File: src/rtl/pw_trigger_pkg.sv
`default_nettype none
// ============================================================================
// Module   : pw_trigger_pkg
// Brief    : Shared state encodings, default parameters and helpers for the
//            multi-pulse trigger sequencer.
// Revision : 1.0 - initial release
// ============================================================================
package pw_trigger_pkg;

  localparam int C_DEF_NUM_PULSES  = 8;
  localparam int C_DEF_DELAY_WIDTH = 20;
  localparam int C_DEF_WIDTH_WIDTH = 17;
  localparam int C_DEF_INDEX_WIDTH = 4;

  typedef enum logic [1:0] {
    ST_IDLE  = 2'd0,
    ST_DELAY = 2'd1,
    ST_HIGH  = 2'd2
  } state_t;

  function automatic int max_int(input int a, input int b);
    return (a > b) ? a : b;
  endfunction

endpackage
`default_nettype wire

File: src/rtl/pw_trig_cfg_bank.sv
`default_nettype none
// ============================================================================
// Module   : pw_trig_cfg_bank
// Brief    : Snapshot storage for per-pulse delay/width and pulse count, with
//            indexed read muxes for the running sequence.
// Revision : 1.0 - initial release
// ============================================================================
module pw_trig_cfg_bank
  import pw_trigger_pkg::*;
#(
  parameter int pNUM_PULSES  = C_DEF_NUM_PULSES,
  parameter int pDELAY_WIDTH = C_DEF_DELAY_WIDTH,
  parameter int pWIDTH_WIDTH = C_DEF_WIDTH_WIDTH,
  parameter int pINDEX_WIDTH = C_DEF_INDEX_WIDTH
) (
  input  logic                                trigger_clk,
  input  logic                                i_load,
  input  logic [pNUM_PULSES*pDELAY_WIDTH-1:0] i_delay,
  input  logic [pNUM_PULSES*pWIDTH_WIDTH-1:0] i_width,
  input  logic [pINDEX_WIDTH-1:0]             i_num_pulses,
  input  logic [pINDEX_WIDTH-1:0]             i_delay_idx,
  input  logic [pINDEX_WIDTH-1:0]             i_width_idx,
  output logic [pDELAY_WIDTH-1:0]             o_delay,
  output logic [pWIDTH_WIDTH-1:0]             o_width,
  output logic [pINDEX_WIDTH-1:0]             o_count
);

  localparam logic [pINDEX_WIDTH-1:0] C_MAX_COUNT = pINDEX_WIDTH'(pNUM_PULSES);

  logic [pNUM_PULSES*pDELAY_WIDTH-1:0] r_delay;
  logic [pNUM_PULSES*pWIDTH_WIDTH-1:0] r_width;
  logic [pINDEX_WIDTH-1:0]             r_count;

  // Snapshot only; contents are meaningless until the first load.
  always_ff @(posedge trigger_clk) begin
    if (i_load) begin
      r_delay <= i_delay;
      r_width <= i_width;
      r_count <= (i_num_pulses > C_MAX_COUNT) ? C_MAX_COUNT : i_num_pulses;
    end
  end

  // Out-of-range indices read as zero (only happens past the last pulse).
  always_comb begin
    o_delay = '0;
    o_width = '0;
    for (int i = 0; i < pNUM_PULSES; i++) begin
      if (i_delay_idx == pINDEX_WIDTH'(i)) begin
        o_delay = r_delay[i*pDELAY_WIDTH +: pDELAY_WIDTH];
      end
      if (i_width_idx == pINDEX_WIDTH'(i)) begin
        o_width = r_width[i*pWIDTH_WIDTH +: pWIDTH_WIDTH];
      end
    end
  end

  assign o_count = r_count;

endmodule
`default_nettype wire

File: src/rtl/pw_multi_trigger.sv
`default_nettype none
// ============================================================================
// Module   : pw_multi_trigger
// Brief    : Match-triggered sequencer emitting up to pNUM_PULSES programmable
//            delay/width pulses, with arming, abort and overrun reporting.
// Revision : 1.0 - initial release
// ============================================================================
module pw_multi_trigger
  import pw_trigger_pkg::*;
#(
  parameter int pNUM_PULSES  = C_DEF_NUM_PULSES,
  parameter int pDELAY_WIDTH = C_DEF_DELAY_WIDTH,
  parameter int pWIDTH_WIDTH = C_DEF_WIDTH_WIDTH,
  parameter int pINDEX_WIDTH = C_DEF_INDEX_WIDTH
) (
  input  logic                                trigger_clk,
  input  logic                                reset_i,
  input  logic                                I_match,
  input  logic [pNUM_PULSES*pDELAY_WIDTH-1:0] I_delay,
  input  logic [pNUM_PULSES*pWIDTH_WIDTH-1:0] I_width,
  input  logic [pINDEX_WIDTH-1:0]             I_num_pulses,
  input  logic                                I_enable,
  input  logic                                I_oneshot,
  input  logic                                I_arm,
  input  logic                                I_abort,
  input  logic                                I_clear,
  input  logic                                I_invert,
  output logic                                O_trigger,
  output logic                                O_busy,
  output logic                                O_armed,
  output logic [pINDEX_WIDTH-1:0]             O_pulse_index,
  output logic                                O_done,
  output logic                                O_overrun
);

  localparam int C_CNT_W = max_int(pDELAY_WIDTH, pWIDTH_WIDTH);

  state_t                  r_state;
  state_t                  w_state_nxt;
  logic [C_CNT_W-1:0]      r_cnt;
  logic [C_CNT_W-1:0]      w_cnt_nxt;
  logic [pINDEX_WIDTH-1:0] r_idx;
  logic [pINDEX_WIDTH-1:0] w_idx_nxt;
  logic [pINDEX_WIDTH-1:0] w_delay_idx;
  logic                    r_trig;
  logic                    w_trig_nxt;
  logic                    r_done;
  logic                    w_done_nxt;
  logic                    r_armed;
  logic                    r_overrun;

  logic                    w_busy;
  logic                    w_accept;
  logic                    w_last;
  logic                    w_arm_clr;
  logic [pINDEX_WIDTH:0]   w_idx_inc;

  logic [pDELAY_WIDTH-1:0] w_cfg_delay;
  logic [pWIDTH_WIDTH-1:0] w_cfg_width;
  logic [pINDEX_WIDTH-1:0] w_cfg_count;
  logic [C_CNT_W-1:0]      w_first_delay;
  logic [C_CNT_W-1:0]      w_delay_ext;
  logic [C_CNT_W-1:0]      w_width_ext;
  logic [C_CNT_W-1:0]      w_delay_m1;
  logic [C_CNT_W-1:0]      w_width_m1;

  assign w_busy   = (r_state != ST_IDLE);
  assign w_accept = (r_state == ST_IDLE) & I_match & I_enable
                  & (~I_oneshot | r_armed)
                  & (I_num_pulses != '0) & ~I_abort;

  assign w_delay_idx = r_idx + pINDEX_WIDTH'(1);
  assign w_idx_inc   = {1'b0, r_idx} + (pINDEX_WIDTH+1)'(1);
  assign w_last      = (w_idx_inc == {1'b0, w_cfg_count});

  pw_trig_cfg_bank #(
    .pNUM_PULSES  (pNUM_PULSES),
    .pDELAY_WIDTH (pDELAY_WIDTH),
    .pWIDTH_WIDTH (pWIDTH_WIDTH),
    .pINDEX_WIDTH (pINDEX_WIDTH)
  ) u_cfg_bank (
    .trigger_clk  (trigger_clk),
    .i_load       (w_accept),
    .i_delay      (I_delay),
    .i_width      (I_width),
    .i_num_pulses (I_num_pulses),
    .i_delay_idx  (w_delay_idx),
    .i_width_idx  (r_idx),
    .o_delay      (w_cfg_delay),
    .o_width      (w_cfg_width),
    .o_count      (w_cfg_count)
  );

  // The first delay is taken straight from the inputs because the snapshot
  // is only being written on the accepting edge.
  assign w_first_delay = C_CNT_W'(I_delay[pDELAY_WIDTH-1:0]);
  assign w_delay_ext   = C_CNT_W'(w_cfg_delay);
  assign w_width_ext   = C_CNT_W'(w_cfg_width);
  assign w_delay_m1    = (w_delay_ext == '0) ? '0 : (w_delay_ext - C_CNT_W'(1));
  assign w_width_m1    = (w_width_ext == '0) ? '0 : (w_width_ext - C_CNT_W'(1));

  always_comb begin
    w_state_nxt = r_state;
    w_cnt_nxt   = r_cnt;
    w_idx_nxt   = r_idx;
    w_trig_nxt  = r_trig;
    w_done_nxt  = 1'b0;

    case (r_state)
      ST_IDLE: begin
        w_trig_nxt = 1'b0;
        w_idx_nxt  = '0;
        if (w_accept) begin
          w_state_nxt = ST_DELAY;
          w_cnt_nxt   = w_first_delay;
        end
      end

      ST_DELAY: begin
        if (r_cnt == '0) begin
          w_state_nxt = ST_HIGH;
          w_trig_nxt  = 1'b1;
          w_cnt_nxt   = w_width_m1;
        end else begin
          w_cnt_nxt = r_cnt - C_CNT_W'(1);
        end
      end

      ST_HIGH: begin
        if (r_cnt == '0) begin
          w_trig_nxt = 1'b0;
          if (w_last) begin
            w_state_nxt = ST_IDLE;
            w_idx_nxt   = '0;
            w_done_nxt  = 1'b1;
          end else begin
            w_state_nxt = ST_DELAY;
            w_idx_nxt   = w_delay_idx;
            w_cnt_nxt   = w_delay_m1;
          end
        end else begin
          w_cnt_nxt = r_cnt - C_CNT_W'(1);
        end
      end

      default: begin
        w_state_nxt = ST_IDLE;
        w_trig_nxt  = 1'b0;
        w_idx_nxt   = '0;
      end
    endcase

    // Abort overrides both acceptance and a same-cycle sequence end.
    if (I_abort) begin
      w_state_nxt = ST_IDLE;
      w_trig_nxt  = 1'b0;
      w_idx_nxt   = '0;
      w_done_nxt  = 1'b0;
    end
  end

  always_ff @(posedge trigger_clk) begin
    if (reset_i) begin
      r_state <= ST_IDLE;
      r_cnt   <= '0;
      r_idx   <= '0;
      r_trig  <= 1'b0;
      r_done  <= 1'b0;
    end else begin
      r_state <= w_state_nxt;
      r_cnt   <= w_cnt_nxt;
      r_idx   <= w_idx_nxt;
      r_trig  <= w_trig_nxt;
      r_done  <= w_done_nxt;
    end
  end

  assign w_arm_clr = I_abort | (I_oneshot & (w_accept | w_done_nxt));

  always_ff @(posedge trigger_clk) begin
    if (reset_i) begin
      r_armed   <= 1'b0;
      r_overrun <= 1'b0;
    end else begin
      if (w_arm_clr) begin
        r_armed <= 1'b0;
      end else if (I_arm) begin
        r_armed <= 1'b1;
      end
      if (I_match & w_busy) begin
        r_overrun <= 1'b1;
      end else if (I_clear) begin
        r_overrun <= 1'b0;
      end
    end
  end

  assign O_trigger     = r_trig ^ I_invert;
  assign O_busy        = w_busy;
  assign O_armed       = r_armed;
  assign O_pulse_index = r_idx;
  assign O_done        = r_done;
  assign O_overrun     = r_overrun;

endmodule
`default_nettype wire

File: config.mk
export PLATFORM = sky130hd
export DESIGN_NAME = pw_multi_trigger
export DESIGN_NICKNAME = d
export VERILOG_FILES = /design/src/rtl/pw_trigger_pkg.sv /design/src/rtl/pw_trig_cfg_bank.sv /design/src/rtl/pw_multi_trigger.sv
export SDC_FILE = /design/constraint.sdc
export NUM_CORES = 1
export LEC_CHECK = 0
export ABC_AREA = 1
export CAP_MARGIN = 20
export CORE_AREA = 4 4 167 169
export CTS_CLUSTER_DIAMETER = 50
export DETAILED_ROUTE_END_ITERATION = 6
export DIE_AREA = 0 0 171 173
export DONT_BUFFER_PORTS = 1
export GPL_ROUTABILITY_DRIVEN = 0
export GPL_TIMING_DRIVEN = 1
export PLACE_DENSITY = 0.72
export SLEW_MARGIN = 40
export SYNTH_ARGS = -nofsm -noshare
export SYNTH_HDL_FRONTEND = slang
export SYNTH_HIERARCHICAL = 1
export SYNTH_SLANG_ARGS = --single-unit
File: constraint.sdc
create_clock -name trigger_clk -period 16.4 [get_ports trigger_clk]
set_input_delay 1.64 -clock trigger_clk [delete_from_list [all_inputs] [get_ports trigger_clk]]
set_output_delay 1.64 -clock trigger_clk [all_outputs]
set_load 0.01 [all_outputs]
# --- Yosys cells after proc, flatten, opt, wreduce, memory -nomap -nowiden ---
# Index checks and enable logic that the tools add are counted.
totals:
  register_bits: 330
  inputBits: 309
  out_inout_bits: 9
  wordCells: 107
classes:
  addsub: 5
  order_cmp: 1
  eq_ne: 21
  muxes: 40
  bitwise_logic: 14
  n_reduce_logical: 16
op_table:
  columns: ["cell", "n"]
  rows:
  - ["two-way mux 20 bit", 14]
  - ["two-way mux 17 bit", 8]
  - ["logical NOT 20 bit", 3]
  - ["one-hot mux 20 bit (3 select lines)", 1]
  - ["subtractor 20 x 1 -> 20 bit (second input constant)", 2]
  - ["== test 4 x 3 -> 1 bit (second input constant)", 8]
  - ["subtractor 17 x 1 -> 18 bit (second input constant)", 1]
  - ["== test 4 x 2 -> 1 bit (second input constant)", 4]
  - ["two-way mux 1 bit", 9]
  - ["== test 4 x 1 -> 1 bit (second input constant)", 2]
  - ["logical NOT 4 bit", 2]
  - ["two-way mux 4 bit", 2]
  - ["one-hot mux 4 bit (2 select lines)", 1]
  - ["bitwise AND 1 bit", 7]
  - ["two-way mux 2 bit", 3]
  - ["!= test 2 bit (second input constant)", 3]
  - ["one-hot mux 2 bit (3 select lines)", 1]
  - ["AND reduction 3 bit", 2]
  - ["adder 4 x 1 -> 5 bit (second input constant)", 1]
  - ["== test 5 x 4 -> 1 bit", 1]
  - ["adder 4 x 1 -> 4 bit (second input constant)", 1]
  - ["> comparator 4 bit (second input constant)", 1]
  - ["AND reduction 2 bit", 2]
  - ["nonzero test 2 bit", 2]
  - ["other kinds (11)", 16]

# --- Logic depth before layout (Yosys ltp) ---
# Gate-level depths: netlist (run 1).
depth:
  word_depth: 15
  mapped_depth: 24
  mapped_depth_nobuf: 23

# --- Cells and area by module ---
# Netlist (run 1), hierarchy kept.
by_module_without_submodules:
  columns: ["module", "instances", "cells_each", "area_each_um2", "seq_area_each_um2"]
  rows:
  - ["pw_trig_cfg_bank", 1, 839, 11546.1, 9008.6]
  - ["pw_multi_trigger", 1, 588, 3384.5, 600.6]

# --- Worst setup path after synthesis (run 1) ---
# Ideal clock, no wire load.
synth_timing:
  kind: "input port to flip-flop"
  startpoint: "in I_enable"
  endpoint: "reg u_cfg_bank.r_count[0] (netlist: u_cfg_bank/o_count[0]) (enable)"
  setup_time_ns: 0.649
  t_arrival_ns: 7.688
  required_time_ns: 15.751
  setup_slack_ns: 8.064
  stages: 4
  path_buffers: 0
  cell_sequence: "nand2_1 -> a21oi_1 -> nand4_1 -> inv_1"
synth_via:
  elab_chain_len: 4
synth_rtl:
  columns: ["item", "line", "text"]
  rows:
  - ["start, declared", "pw_multi_trigger.sv:22", "input logic I_enable,"]
  - ["bitwise AND 1 bit", "pw_multi_trigger.sv:68", "assign w_accept = (r_state == ST_IDLE) & I_match & I_enable"]
  - ["bitwise AND 1 bit", "pw_multi_trigger.sv:69", "& (~I_oneshot | r_armed)"]
  - ["bitwise AND 1 bit (2 in series)", "pw_multi_trigger.sv:70", "& (I_num_pulses != '0) & ~I_abort;"]
  - ["named net w_accept", "pw_multi_trigger.sv:53", "logic w_accept;"]
  - ["end signal, assigned", "pw_trig_cfg_bank.sv:39", "r_count <= (i_num_pulses > C_MAX_COUNT) ? C_MAX_COUNT : i_num_pulses;"]
  - ["end, declared", "pw_trig_cfg_bank.sv:32", "logic [pINDEX_WIDTH-1:0] r_count;"]
# The timed path passes the listed nets, and every way through them passes these cells.
# A chain may end at the register's enable or synchronous reset.

# --- Worst setup path after layout (run 1) ---
layout_timing:
  startpoint: "reg r_idx[0] (netlist: O_pulse_index[0])"
  endpoint: "reg r_cnt[4]"
layout_via:
  elab_chain_len: 15
  elab_cells_between_ends: 47
  classes_between: "add/sub: 4; eq/ne: 16; mux: 22; reduce/logical: 5"
layout_rtl:
  columns: ["item", "line", "text"]
  rows:
  - ["start, declared", "pw_multi_trigger.sv:42", "logic [pINDEX_WIDTH-1:0] r_idx;"]
  - ["start signal, assigned", "pw_multi_trigger.sv:172", "r_idx <= w_idx_nxt;"]
  - ["adder 4 x 1 -> 4 bit *", "pw_multi_trigger.sv:72", "assign w_delay_idx = r_idx + pINDEX_WIDTH'(1);"]
  - ["named net w_delay_idx[2]", "pw_multi_trigger.sv:44", "logic [pINDEX_WIDTH-1:0] w_delay_idx;"]
  - ["logical NOT 4 bit", "pw_trig_cfg_bank.sv:48", "if (i_delay_idx == pINDEX_WIDTH'(i)) begin"]
  - ["two-way mux 20 bit (7 in series)", "pw_trig_cfg_bank.sv:48", null]
  - ["two-way mux 20 bit *", "pw_trig_cfg_bank.sv:48", null]
  - ["named net w_cfg_delay[9]", "pw_multi_trigger.sv:58", "logic [pDELAY_WIDTH-1:0] w_cfg_delay;"]
  - ["logical NOT 20 bit *", "pw_multi_trigger.sv:99", "assign w_delay_m1 = (w_delay_ext == '0) ? '0 : (w_delay_ext - C_CNT_W'(1));"]
  - ["two-way mux 20 bit *", "pw_multi_trigger.sv:99", null]
  - ["two-way mux 20 bit *", "pw_multi_trigger.sv:132", "if (w_last) begin"]
  - ["two-way mux 20 bit *", "pw_multi_trigger.sv:130", "if (r_cnt == '0) begin"]
  - ["one-hot mux 20 bit (3 select lines) *", "pw_multi_trigger.sv:109", "case (r_state)"]
  - ["end signal, assigned", "pw_multi_trigger.sv:171", "r_cnt <= w_cnt_nxt;"]
  - ["end, declared", "pw_multi_trigger.sv:40", "logic [C_CNT_W-1:0] r_cnt;"]
# Mark *: on every way through the listed nets, which the timed path passes. The rest lies on a longest branch. The select of a mux whose other input is x is not followed.

==> results.txt, run 1 <==
Port Buffer Count: 0
Final Slew Violations: 0
WL met3: 3980 µm
CTS tree: yes
Routed WL per cell: 20.5 µm
Clock Skew: 0.0218 ns
TritonCTS buffer count: 38
num ports: 318
Site Rows: 60
Core Box Area: 26600 µm²
Yosys warnings: 6
Syn Inst Count: 1427
post-CTS sizing: 0
Setup crit start kind: flop
# DRC: 0
worst ir drop on vdd: 0.0956 mV
post-route antenna net violation count: 0
Final #Nets: 1743
largest net degree at the start of global routing: 142
Post-Syn Nets: 1744
fillers: 2092
die area: 29600 µm²
die width: 171 µm
max_slew headroom: 47.0%
clock root buffer: clkbuf_16
H-tree Lvls: 2
Congestion Overflow GR: 0
worst-skew pair later-pin latency: 0.52 ns
CP max-delay cell: dfxtp_1
crit-path max cell delay: 0.83 ns
Pwr Density: 121 nW/µm²
net load switching power: 0.000457 W
DP Area: 15200 µm²
synthesized area: 14900 µm²
Arrival @ worst endpoint: 4.85 ns
routed vias/inst: 5.72
ranking of synthesized cells by area: edfxtp_1 (60%), nand3_1 (6.9%), nand2_1 (6.8%), nor2_1 (4.5%), dfxtp_1 (4.0%)
critical path type: reg -> reg
Final TNS setup: 0 ns
antenna violations before repair: 10
syn avg cell area: 10.5 µm²
min cycle time layout: 4.45 ns
GR Util All Layers: 24.0%
post-synthesis register bit count: 330
DR vias: 10300
final setup fails: 0
Fin. Hold Viols: 0
highest routed layer: met5
synth cell count leaders: edfxtp_1 (300), nand2_1 (271), nand3_1 (205)
leading area contributor after synthesis: edfxtp_1
final instance area: 16600 µm²
Reg power frac: 47.8%
Setup Buffers After CTS: 0
register area share after synthesis: 64.4%
EDFF count, synth: 300
fmax: 225 MHz
Int Pwr: 0.00154 W
metal2 WL: 18500 µm
worst-path fanout max: 15
period utilization: 27.1%
combinational power share: 7.6%
worst min path class: reg -> reg
switching share of power: 22.9%
critical path endpoint category: flop
status: completed
number of global-route vias before repair: 9806
synthesis-to-finish area growth: 11.0%
setup repair after global routing missed its margin: false
Least-Margin Pin Slew: 0.794 ns
Leak: 5.99 nW
Iteration-0 DRC Markers: 1057
TritonRoute pass-1 iters: 5
most common cell in the synthesized netlist: edfxtp_1
HPWL Detailed: 27400 µm
Total Routed Length: 36900 µm
Worst-path clk slew: 0.06 ns
global-route wire length before repair: 55300 µm
Yosys top cell area share: 60.3%
number of buffers inserted by hold repair at cts: 0
WP data required: 16.81 ns
clock share of power: 44.6%
CP Cell Sequence: ha_1 > nand2_1 > nand2_1 > inv_1 > inv_1 > nor2_4 > nand2_1 > nor2_1 > nor2_1 > nand4_1 > nor2_1 > nand2_1 > inv_1 > nand4_1 > nand2_1 > inv_2 > nand2_1 > o211ai_1 > a21oi_1 > nor2_1
proportion of layout cells with a drive suffix above 1: 8.45%
Synth async-reset ratio: 0%
met1 wire length: 13400 µm
clk buf depth: 3
CP most frequent cell: nand2_1
synth unique cells: 42
maximum capacitance violations: 0
Initial Util: 56.2%
clock sink total: 330
predominant post-synthesis flop cell: edfxtp_1
Die Ht: 173 µm
-- registers in the layout, summed over array words and instances (netlist names) --
name and count:
O_armed 1, O_done 1, O_overrun 1, O_pulse_index 4, r_cnt 20, r_state 2, r_trig 1, u_cfg_bank/o_count 4
u_cfg_bank/r_delay 160, u_cfg_bank/r_width 136
-- worst paths after layout --
path / start / end / slack (ns) / cells past startpoint
setup / recovery: O_pulse_index[0] / r_cnt[4] / 11.95 / 20
hold / removal: r_cnt[9] / r_cnt[9] / 0.49 / 2
setup reg to reg: O_pulse_index[0] / r_cnt[4] / 11.95 / 20
hold reg to reg: r_cnt[9] / r_cnt[9] / 0.49 / 2
-- layer usage --
metal  global-route usage, %  vias up
met5                       0        -
met4                    7.07       14
met3                    8.64       74
met2                    41.9      463
met1                    27.8     4796
li1                        -     4960
-- worst max-delay path: cells and delay by family, from the launching register on --
family / cells / cell delay (ns)
AOI/OAI and AO/OA: 2 / 0.26
adders and majority gates: 1 / 0.31
buffers and inverters: 4 / 0.53
DFF: 1 / 0.83
and+or+nand+nor: 13 / 2.42
-- kinds of logic after synthesis --
logic type | Yosys count | synth area share, %
DFF | 330 | 64.4
buffers and inverters | 180 | 5.11
and+or+nand+nor | 782 | 24.1
xor gates and xnor gates | 31 | 1.87
AOI/OAI and AO/OA | 96 | 3.85
adders and majority gates | 8 | 0.670
-- cell type report --
cell class              instances  area, µm²  area share (%)
clock inverters                26        347            2.09
repair buffers                  7       60.1           0.362
inverters                     132        509            3.07
well taps                     341        427            2.57
diodes                          5       12.5          0.0755
multi-input cells             917       4580            27.6
clock buffers                  44       1030            6.19
flip-flops and latches        330       9610            58.0
-- metrics by stage --
step | power, W | util, % | setup slack (ns) | cells | hold slack [ns]
6_report | 0.00200 | 62.4 | 11.95 | 1802 | 0.493
5_1_grt | 0.00208 | 62.3 | 11.59 | 1801 | 0.518
4_1_cts | 0.00201 | 62.3 | 12.03 | 1797 | 0.494
3_5_place_dp | 0.00112 | 57.1 | 11.88 | 1727 | 0.485
3_3_place_gp | 0.00112 | 57.1 | 11.41 | 1727 | 0.484
2_1_floorplan | 0.00109 | - | 8.06 | 1427 | 0.460
-- cell usage in the layout, fill, tap and decap left out, drive strengths merged, types with 6 or more instances in the layout --
| master | count |
|---|---|
| dfxtp | 30 |
| o21ai | 28 |
| clkbuf | 44 |
| xor2 | 19 |
| buf | 7 |
| xnor2 | 12 |
| bufinv | 6 |
| nand3 | 207 |
| inv | 135 |
| nand4 | 76 |
| nor3 | 13 |
| nand2 | 280 |
| clkinv | 14 |
| o211ai | 15 |
| edfxtp | 300 |
| a21oi | 38 |
| nor2 | 201 |
| ha | 8 |
-- power groups by stage --
stage                     combinational (W)  clock [W]  sequential, W
after floorplan                    0.000118          0       0.000976
after global placement             0.000146          0       0.000974
after detailed placement           0.000149          0       0.000974
after CTS                          0.000150   0.000904       0.000957
after global routing               0.000170   0.000947       0.000958
final                              0.000152   0.000892       0.000957
No activity file was read; power rests on OpenSTA's default activity.
==> run 2, diff against run 1 <==
clock period = 4.5 ns   (was 16.4 ns; I/O delays follow)
==> run 2 against run 1 <==
  * The run now ends with design-rule violations left
  * Final cell count rose by 14%
  * Via count rose by 18%
  * Combinational power rose to 5.0 times the previous value
  * Global-route usage rose by 5.9 points
  * Worst hold slack got worse by 0.48 ns
  * Critical path type unchanged
  * Critical endpoint is now r_cnt[17]
  * Largest cell class unchanged
==> results.txt, run 2 (synthesis gave the netlist of run 1 again) <==
HPWL Detailed: 28400 µm (was 27400 µm)
worst min path class: in -> reg (was reg -> reg)
worst ir drop on vdd: 0.354 mV (was 0.0956 mV)
Die Ht: 173 µm (unchanged)
max FFs per register: 160 (unchanged)
Total Routed Length: 46100 µm (was 36900 µm)
proportion of layout cells with a drive suffix above 1: 8.20% (was 8.45%)
post-CTS sizing: 0 (unchanged)
area of the multi-input gates: 4600 µm² (was 4580 µm²)
FF-to-FF End: r_cnt[17] (was r_cnt[4])
Most flops, register: u_cfg_bank/r_delay (unchanged)
critical path endpoint category: flop (unchanged)
Pwr Density: 397 nW/µm² (was 121 nW/µm²)
global-route wire length before repair: 68600 µm (was 55300 µm)
number of buffers inserted by hold repair at cts: 238 (was 0)
synthesis-to-finish area growth: 27.7% (was 11.0%)
clk buf depth: 3 (unchanged)
Arrival @ worst endpoint: 4.74 ns (was 4.85 ns)
Hold Crit Start: I_width[15] (was r_cnt[9])
largest net degree at the start of global routing: 128 (was 142)
fillers: 1683 (was 2092)
switching share of power: 24.4% (was 22.9%)
Final TNS setup: 0 ns (unchanged)
final hold slack: 0.0172 ns (was 0.493 ns)
fmax: 234 MHz (was 225 MHz)
number of global-route vias before repair: 12000 (was 9806)
num ports: 318 (unchanged)
# DRC: 1 (was 0)
Congestion Overflow GR: 0 (unchanged)
Iteration-0 DRC Markers: 1693 (was 1057)
period utilization: 95.1% (was 27.1%)
metal2 WL: 23400 µm (was 18500 µm)
TritonCTS buffer count: 40 (was 38)
net load switching power: 0.00184 W (was 0.000457 W)
Final Util: 71.7% (was 62.4%)
maximum capacitance violations: 0 (unchanged)
Largest regs: u_cfg_bank/r_delay (160), u_cfg_bank/r_width (136), r_cnt (20) (unchanged)
H-tree Lvls: 2 (unchanged)
WP data required: 4.96 ns (was 16.81 ns)
Routed WL per cell: 22.5 µm (was 20.5 µm)
die area: 29600 µm² (unchanged)
GR Util All Layers: 29.9% (was 24.0%)
combinational power share: 10.1% (was 7.6%)
Final #Nets: 1993 (was 1743)
Site Rows: 60 (unchanged)
max_slew headroom: 46.8% (was 47.0%)
clock root buffer: clkbuf_16 (unchanged)
Inst Count DP: 1737 (was 1727)
Worst Reg-to-Reg Cells: 18 (was 20)
Fin. Hold Viols: 0 (unchanged)
die width: 171 µm (unchanged)
failing checks: design-rule violations
Layout Cells excl Fill: 2052 (was 1802)
Initial Util: 56.2% (unchanged)
Worst Hold Depth: 0 (was 2)
Setup Buffers After CTS: 0 (unchanged)
DR vias: 12200 (was 10300)
highest routed layer: met5 (unchanged)
worst-path fanout max: 31 (was 15)
Worst-path clk slew: 0.07 ns (was 0.06 ns)
antenna violations before repair: 7 (was 10)
worst reg2reg setup slack: 0.22 ns (was 11.95 ns)
worst-skew pair later-pin latency: 0.54 ns (was 0.52 ns)
reg2reg start: O_pulse_index[0] (unchanged)
Clock Skew: 0.0397 ns (was 0.0218 ns)
met1 wire length: 15900 µm (was 13400 µm)
Hold EP: u_cfg_bank/r_width[15] (was r_cnt[9])
critical path type: reg -> reg (unchanged)
Int Pwr: 0.00572 W (was 0.00154 W)
TritonRoute pass-1 iters: 7 (was 5)
clock share of power: 43.7% (was 44.6%)
Least-Margin Pin Slew: 0.798 ns (was 0.794 ns)
most common cell after layout, fill and taps aside: edfxtp_1 (unchanged)
setup repair after global routing missed its margin: false (unchanged)
Port Buffer Count: 0 (unchanged)
min cycle time layout: 4.28 ns (was 4.45 ns)
Leak: 7.04 nW (was 5.99 nW)
Core Box Area: 26600 µm² (unchanged)
WL met3: 4970 µm (was 3980 µm)
Reg area: 9610 µm² (about the same)
most frequent cells in the layout: edfxtp_1 (300), nand2_1 (271), dlygate4sd3_1 (238) (was edfxtp_1 (300), nand2_1 (271), nand3_1 (205))
final setup fails: 0 (unchanged)
post-route antenna net violation count: 0 (unchanged)
Final Slew Violations: 0 (unchanged)
routed vias/inst: 5.93 (was 5.72)
clock sink total: 330 (unchanged)
status: finished, violations left (was completed)
Setup crit start kind: flop (unchanged)
Reg power frac: 46.2% (was 47.8%)
CTS tree: yes (unchanged)
==> run 2: worst max-delay path by stage <==
stage                      from  cells past startpoint  slack, ns               endpoint
6_report       O_pulse_index[0]                     18       0.22              r_cnt[17]
5_1_grt        O_pulse_index[0]                     18      0.003              r_cnt[17]
4_1_cts        O_pulse_index[0]                     19       0.48               r_cnt[5]
3_5_place_dp   O_pulse_index[0]                     19       0.51               r_cnt[4]
3_3_place_gp   O_pulse_index[0]                     17       0.65              r_cnt[17]
2_1_floorplan   I_num_pulses[1]                      4      -1.14  u_cfg_bank/o_count[0]
==> run 2: worst max-delay path, cell delays in order (launching register included) <==
cell     delay (ns)
dfxtp_1        0.43
nand3_2        0.14
xnor2_2        0.47
nor2_4         0.21
buf_8          0.24
buf_4          0.23
nand3_1        0.14
nand4_1        0.11
nor2_1         0.34
nand4_1        0.39
nor2_1         0.23
nand2_1        0.07
nor2_1         0.37
nand2_1        0.17
o21ai_0        0.22
nand3_1        0.11
nand2_1        0.08
nand3_1        0.07
a21oi_1        0.13
==> run 2: cell type report <==
| class | instances | area share (%) |
|---|---|---|
| Sequential cell | 330 | 50.4 |
| Multi-Input combinational cell | 917 | 24.1 |
| Timing Repair Buffer | 255 | 13.4 |
| Clock buffer | 48 | 5.63 |
| Inverter | 132 | 2.63 |
| Tap cell | 341 | 2.24 |
| Clock inverter | 25 | 1.49 |
| Antenna cell | 4 | 0.0525 |
==> run 2: stage by stage <==
step	setup slack [ns]	total power, W	cell area, µm²
2_1_floorplan	-1.14	0.00398	15000
3_3_place_gp	0.650	0.00409	15300
3_5_place_dp	0.508	0.00411	15300
4_1_cts	0.478	0.00750	19100
5_1_grt	0.00328	0.00778	19100
6_report	0.219	0.00756	19100
==> run 2: power by group through the flow <==
| stage | Combinational (W) | Clock, W | Sequential, W |
|---|---|---|---|
| 3_3_place_gp | 0.000545 | 0 | 0.00355 |
| 4_1_cts | 0.000739 | 0.00327 | 0.00349 |
| 3_5_place_dp | 0.000556 | 0 | 0.00355 |
| 6_report | 0.000764 | 0.00331 | 0.00349 |
| 5_1_grt | 0.000827 | 0.00346 | 0.00349 |
| 2_1_floorplan | 0.000432 | 0 | 0.00355 |
==> run 2: layer usage <==
| layer | up-vias | global-route usage, % |
|---|---|---|
| met5 | - | 0 |
| met4 | 8 | 11.3 |
| met3 | 133 | 8.16 |
| met2 | 844 | 52.4 |
| met1 | 5698 | 35.0 |
| li1 | 5476 | - |
==> run 3, diff against run 2 <==
MAX_ROUTING_LAYER = met4   (was unset)
==> run 3 against run 2 <==
  * The flow now finishes without violations
  * Clock skew fell by 0.0015 ns
  * Final cell count rose by 1.2%
  * Routed wire length rose by 2.1%
  * Die area did not move
  * Clock power barely moved
  * Critical path type unchanged
==> results.txt, run 3 (synthesis gave the netlist of run 1 again) <==
WP data required: 4.91 ns (was 4.96 ns)
Die Ht: 173 µm (unchanged)
Total Routed Length: 47100 µm (was 46100 µm)
Setup Buffers After CTS: 0 (unchanged)
Most flops, register: u_cfg_bank/r_delay (unchanged)
combinational power share: 10.3% (was 10.1%)
HPWL Detailed: 28400 µm (unchanged)
Least-Margin Pin Slew: 0.807 ns (was 0.798 ns)
most frequent cells in the layout: edfxtp_1 (300), nand2_1 (271), dlygate4sd3_1 (260) (was edfxtp_1 (300), nand2_1 (271), dlygate4sd3_1 (238))
final setup fails: 0 (unchanged)
num ports: 318 (unchanged)
highest routed layer: met4 (was met5)
Site Rows: 60 (unchanged)
# DRC: 0 (was 1)
Layout Cells excl Fill: 2076 (was 2052)
global-route wire length before repair: 68500 µm (was 68600 µm)
critical path type: reg -> reg (unchanged)
worst reg2reg setup slack: 0.19 ns (was 0.22 ns)
Congestion Overflow GR: 0 (unchanged)
clock sink total: 330 (unchanged)
Arrival @ worst endpoint: 4.72 ns (was 4.74 ns)
status: completed (was finished, violations left)
period utilization: 95.8% (was 95.1%)
TritonCTS buffer count: 40 (unchanged)
Worst Hold Depth: 0 (unchanged)
DR vias: 12300 (was 12200)
Fin. Hold Viols: 0 (unchanged)
die area: 29600 µm² (unchanged)
CP max-delay cell: xnor2_2 (unchanged)
Largest regs: u_cfg_bank/r_delay (160), u_cfg_bank/r_width (136), r_cnt (20) (unchanged)
Worst Reg-to-Reg Cells: 19 (was 18)
Hold Crit Start: I_width[75] (was I_width[15])
clock root buffer: clkbuf_16 (unchanged)
H-tree Lvls: 2 (unchanged)
most common cell after layout, fill and taps aside: edfxtp_1 (unchanged)
number of global-route vias before repair: 12100 (was 12000)
post-CTS sizing: 0 (unchanged)
Hold EP: u_cfg_bank/r_width[75] (was u_cfg_bank/r_width[15])
TritonRoute pass-1 iters: 6 (was 7)
Iteration-0 DRC Markers: 1794 (was 1693)
metal2 WL: 24200 µm (was 23400 µm)
Reg power frac: 45.9% (was 46.2%)
number of buffers inserted by hold repair at cts: 238 (unchanged)
synthesis-to-finish area growth: 29.2% (was 27.7%)
clk buf depth: 3 (unchanged)
net load switching power: 0.00187 W (was 0.00184 W)
maximum capacitance violations: 0 (unchanged)
Worst-path clk slew: 0.06 ns (was 0.07 ns)
CTS tree: yes (unchanged)
die width: 171 µm (unchanged)
Clock Skew: 0.0382 ns (was 0.0397 ns)
Routed WL per cell: 22.7 µm (was 22.5 µm)
routed vias/inst: 5.93 (about the same)
critical path endpoint category: flop (unchanged)
Setup crit start kind: flop (unchanged)
crit-path max cell delay: 0.47 ns (about the same)
worst ir drop on vdd: 0.463 mV (was 0.354 mV)
worst min path class: in -> reg (unchanged)
Final #Nets: 2015 (was 1993)
Core Box Area: 26600 µm² (unchanged)
setup repair after global routing missed its margin: false (unchanged)
met1 wire length: 16000 µm (was 15900 µm)
Pwr Density: 394 nW/µm² (was 397 nW/µm²)
switching share of power: 24.6% (was 24.4%)
Inst Count DP: 1737 (unchanged)
fillers: 1653 (was 1683)
Leak: 7.13 nW (was 7.04 nW)
max FFs per register: 160 (unchanged)
clock share of power: 43.8% (was 43.7%)
Final Util: 72.6% (was 71.7%)
Final Slew Violations: 0 (unchanged)
antenna violations before repair: 6 (was 7)
worst-skew pair later-pin latency: 0.55 ns (was 0.54 ns)
Initial Util: 56.2% (unchanged)
FF-to-FF End: r_cnt[5] (was r_cnt[17])
reg2reg start: O_pulse_index[0] (unchanged)
proportion of layout cells with a drive suffix above 1: 8.10% (was 8.20%)
Port Buffer Count: 0 (unchanged)
WL met3: 5080 µm (was 4970 µm)
GR Util All Layers: 30.8% (was 29.9%)
post-route antenna net violation count: 0 (unchanged)
Tot Pwr: 0.00760 W (was 0.00756 W)
fmax: 232 MHz (was 234 MHz)
Int Pwr: 0.00573 W (was 0.00572 W)
max_slew headroom: 46.1% (was 46.8%)
largest net degree at the start of global routing: 128 (unchanged)
min cycle time layout: 4.31 ns (was 4.28 ns)
worst-path fanout max: 31 (unchanged)
CP Cell Sequence: nand3_2 > xnor2_2 > nor2_4 > buf_8 > buf_4 > nand3_1 > nand4_1 > nor2_1 > nand4_1 > nor2_1 > nand2_1 > nor2_4 > nand4_1 > nand2_1 > inv_2 > nand2_1 > o211ai_1 > a21oi_1 > nor2_1 (was nand3_2 > xnor2_2 > nor2_4 > buf_8 > buf_4 > nand3_1 > nand4_1 > nor2_1 > nand4_1 > nor2_1 > nand2_1 > nor2_1 > nand2_1 > o21ai_0 > nand3_1 > nand2_1 > nand3_1 > a21oi_1)
## run 3: changes by cell type in the layout (fill, tap and decap cells not counted)
cell	before	now
dlygate4sd3_1	238	260
diode_2	4	6
## run 3: worst max-delay path by stage
| stage | from | to | slack (ns) | cells after the start |
|---|---|---|---|---|
| finish | O_pulse_index[0] | r_cnt[5] | 0.19 | 19 |
| global route | O_pulse_index[0] | r_cnt[17] | 0.008 | 18 |
| CTS | O_pulse_index[0] | r_cnt[5] | 0.48 | 19 |
| detailed placement | O_pulse_index[0] | r_cnt[4] | 0.51 | 19 |
| global placement | O_pulse_index[0] | r_cnt[17] | 0.65 | 17 |
| floorplan | I_num_pulses[1] | u_cfg_bank/o_count[0] | -1.14 | 4 |
## run 3: per-layer routing
metal	vias to the layer above	global-route usage, %
met5	-	-
met4	0	10.4
met3	136	8.05
met2	885	52.6
met1	5776	35.3
li1	5517	-
## run 3: cell type report
type                    instances  area (µm²)  area share (%)
clock inverters                25         284            1.47
well taps                     341         427            2.21
diodes                          6        15.0          0.0778
multi-input cells             917        4600            23.9
inverters                     132         500            2.59
flip-flops and latches        330        9610            49.8
repair buffers                277        2780            14.4
clock buffers                  48        1070            5.57
## run 3: power by group through the flow
stage	combinational [W]	clock, W	sequential, W
after global placement	0.000545	0	0.00355
after global routing	0.000845	0.00347	0.00349
after floorplan	0.000432	0	0.00355
after detailed placement	0.000556	0	0.00355
after CTS	0.000739	0.00327	0.00349
final	0.000782	0.00333	0.00349
## run 3: critical path: cells and delay by family (launching register included)
| family | cells | cell delay [ns] |
|---|---|---|
| and+or+nand+nor | 13 | 2.38 |
| buffers and inverters | 3 | 0.62 |
| xor gates and xnor gates | 1 | 0.47 |
| DFF | 1 | 0.43 |
| AOI/OAI and AO/OA | 2 | 0.23 |
## run 3: metrics by stage
step | worst slack (ns) | instance area (µm²) | hold slack (ns) | TNS (ns)
4_1_cts | 0.478 | 19100 | 0.00327 | 0
3_3_place_gp | 0.650 | 15300 | 0.500 | 0
2_1_floorplan | -1.14 | 15000 | 0.460 | -342.09
3_5_place_dp | 0.508 | 15300 | 0.499 | 0
6_report | 0.189 | 19300 | 0.0170 | 0
5_1_grt | 0.00814 | 19300 | -0.00195 | 0
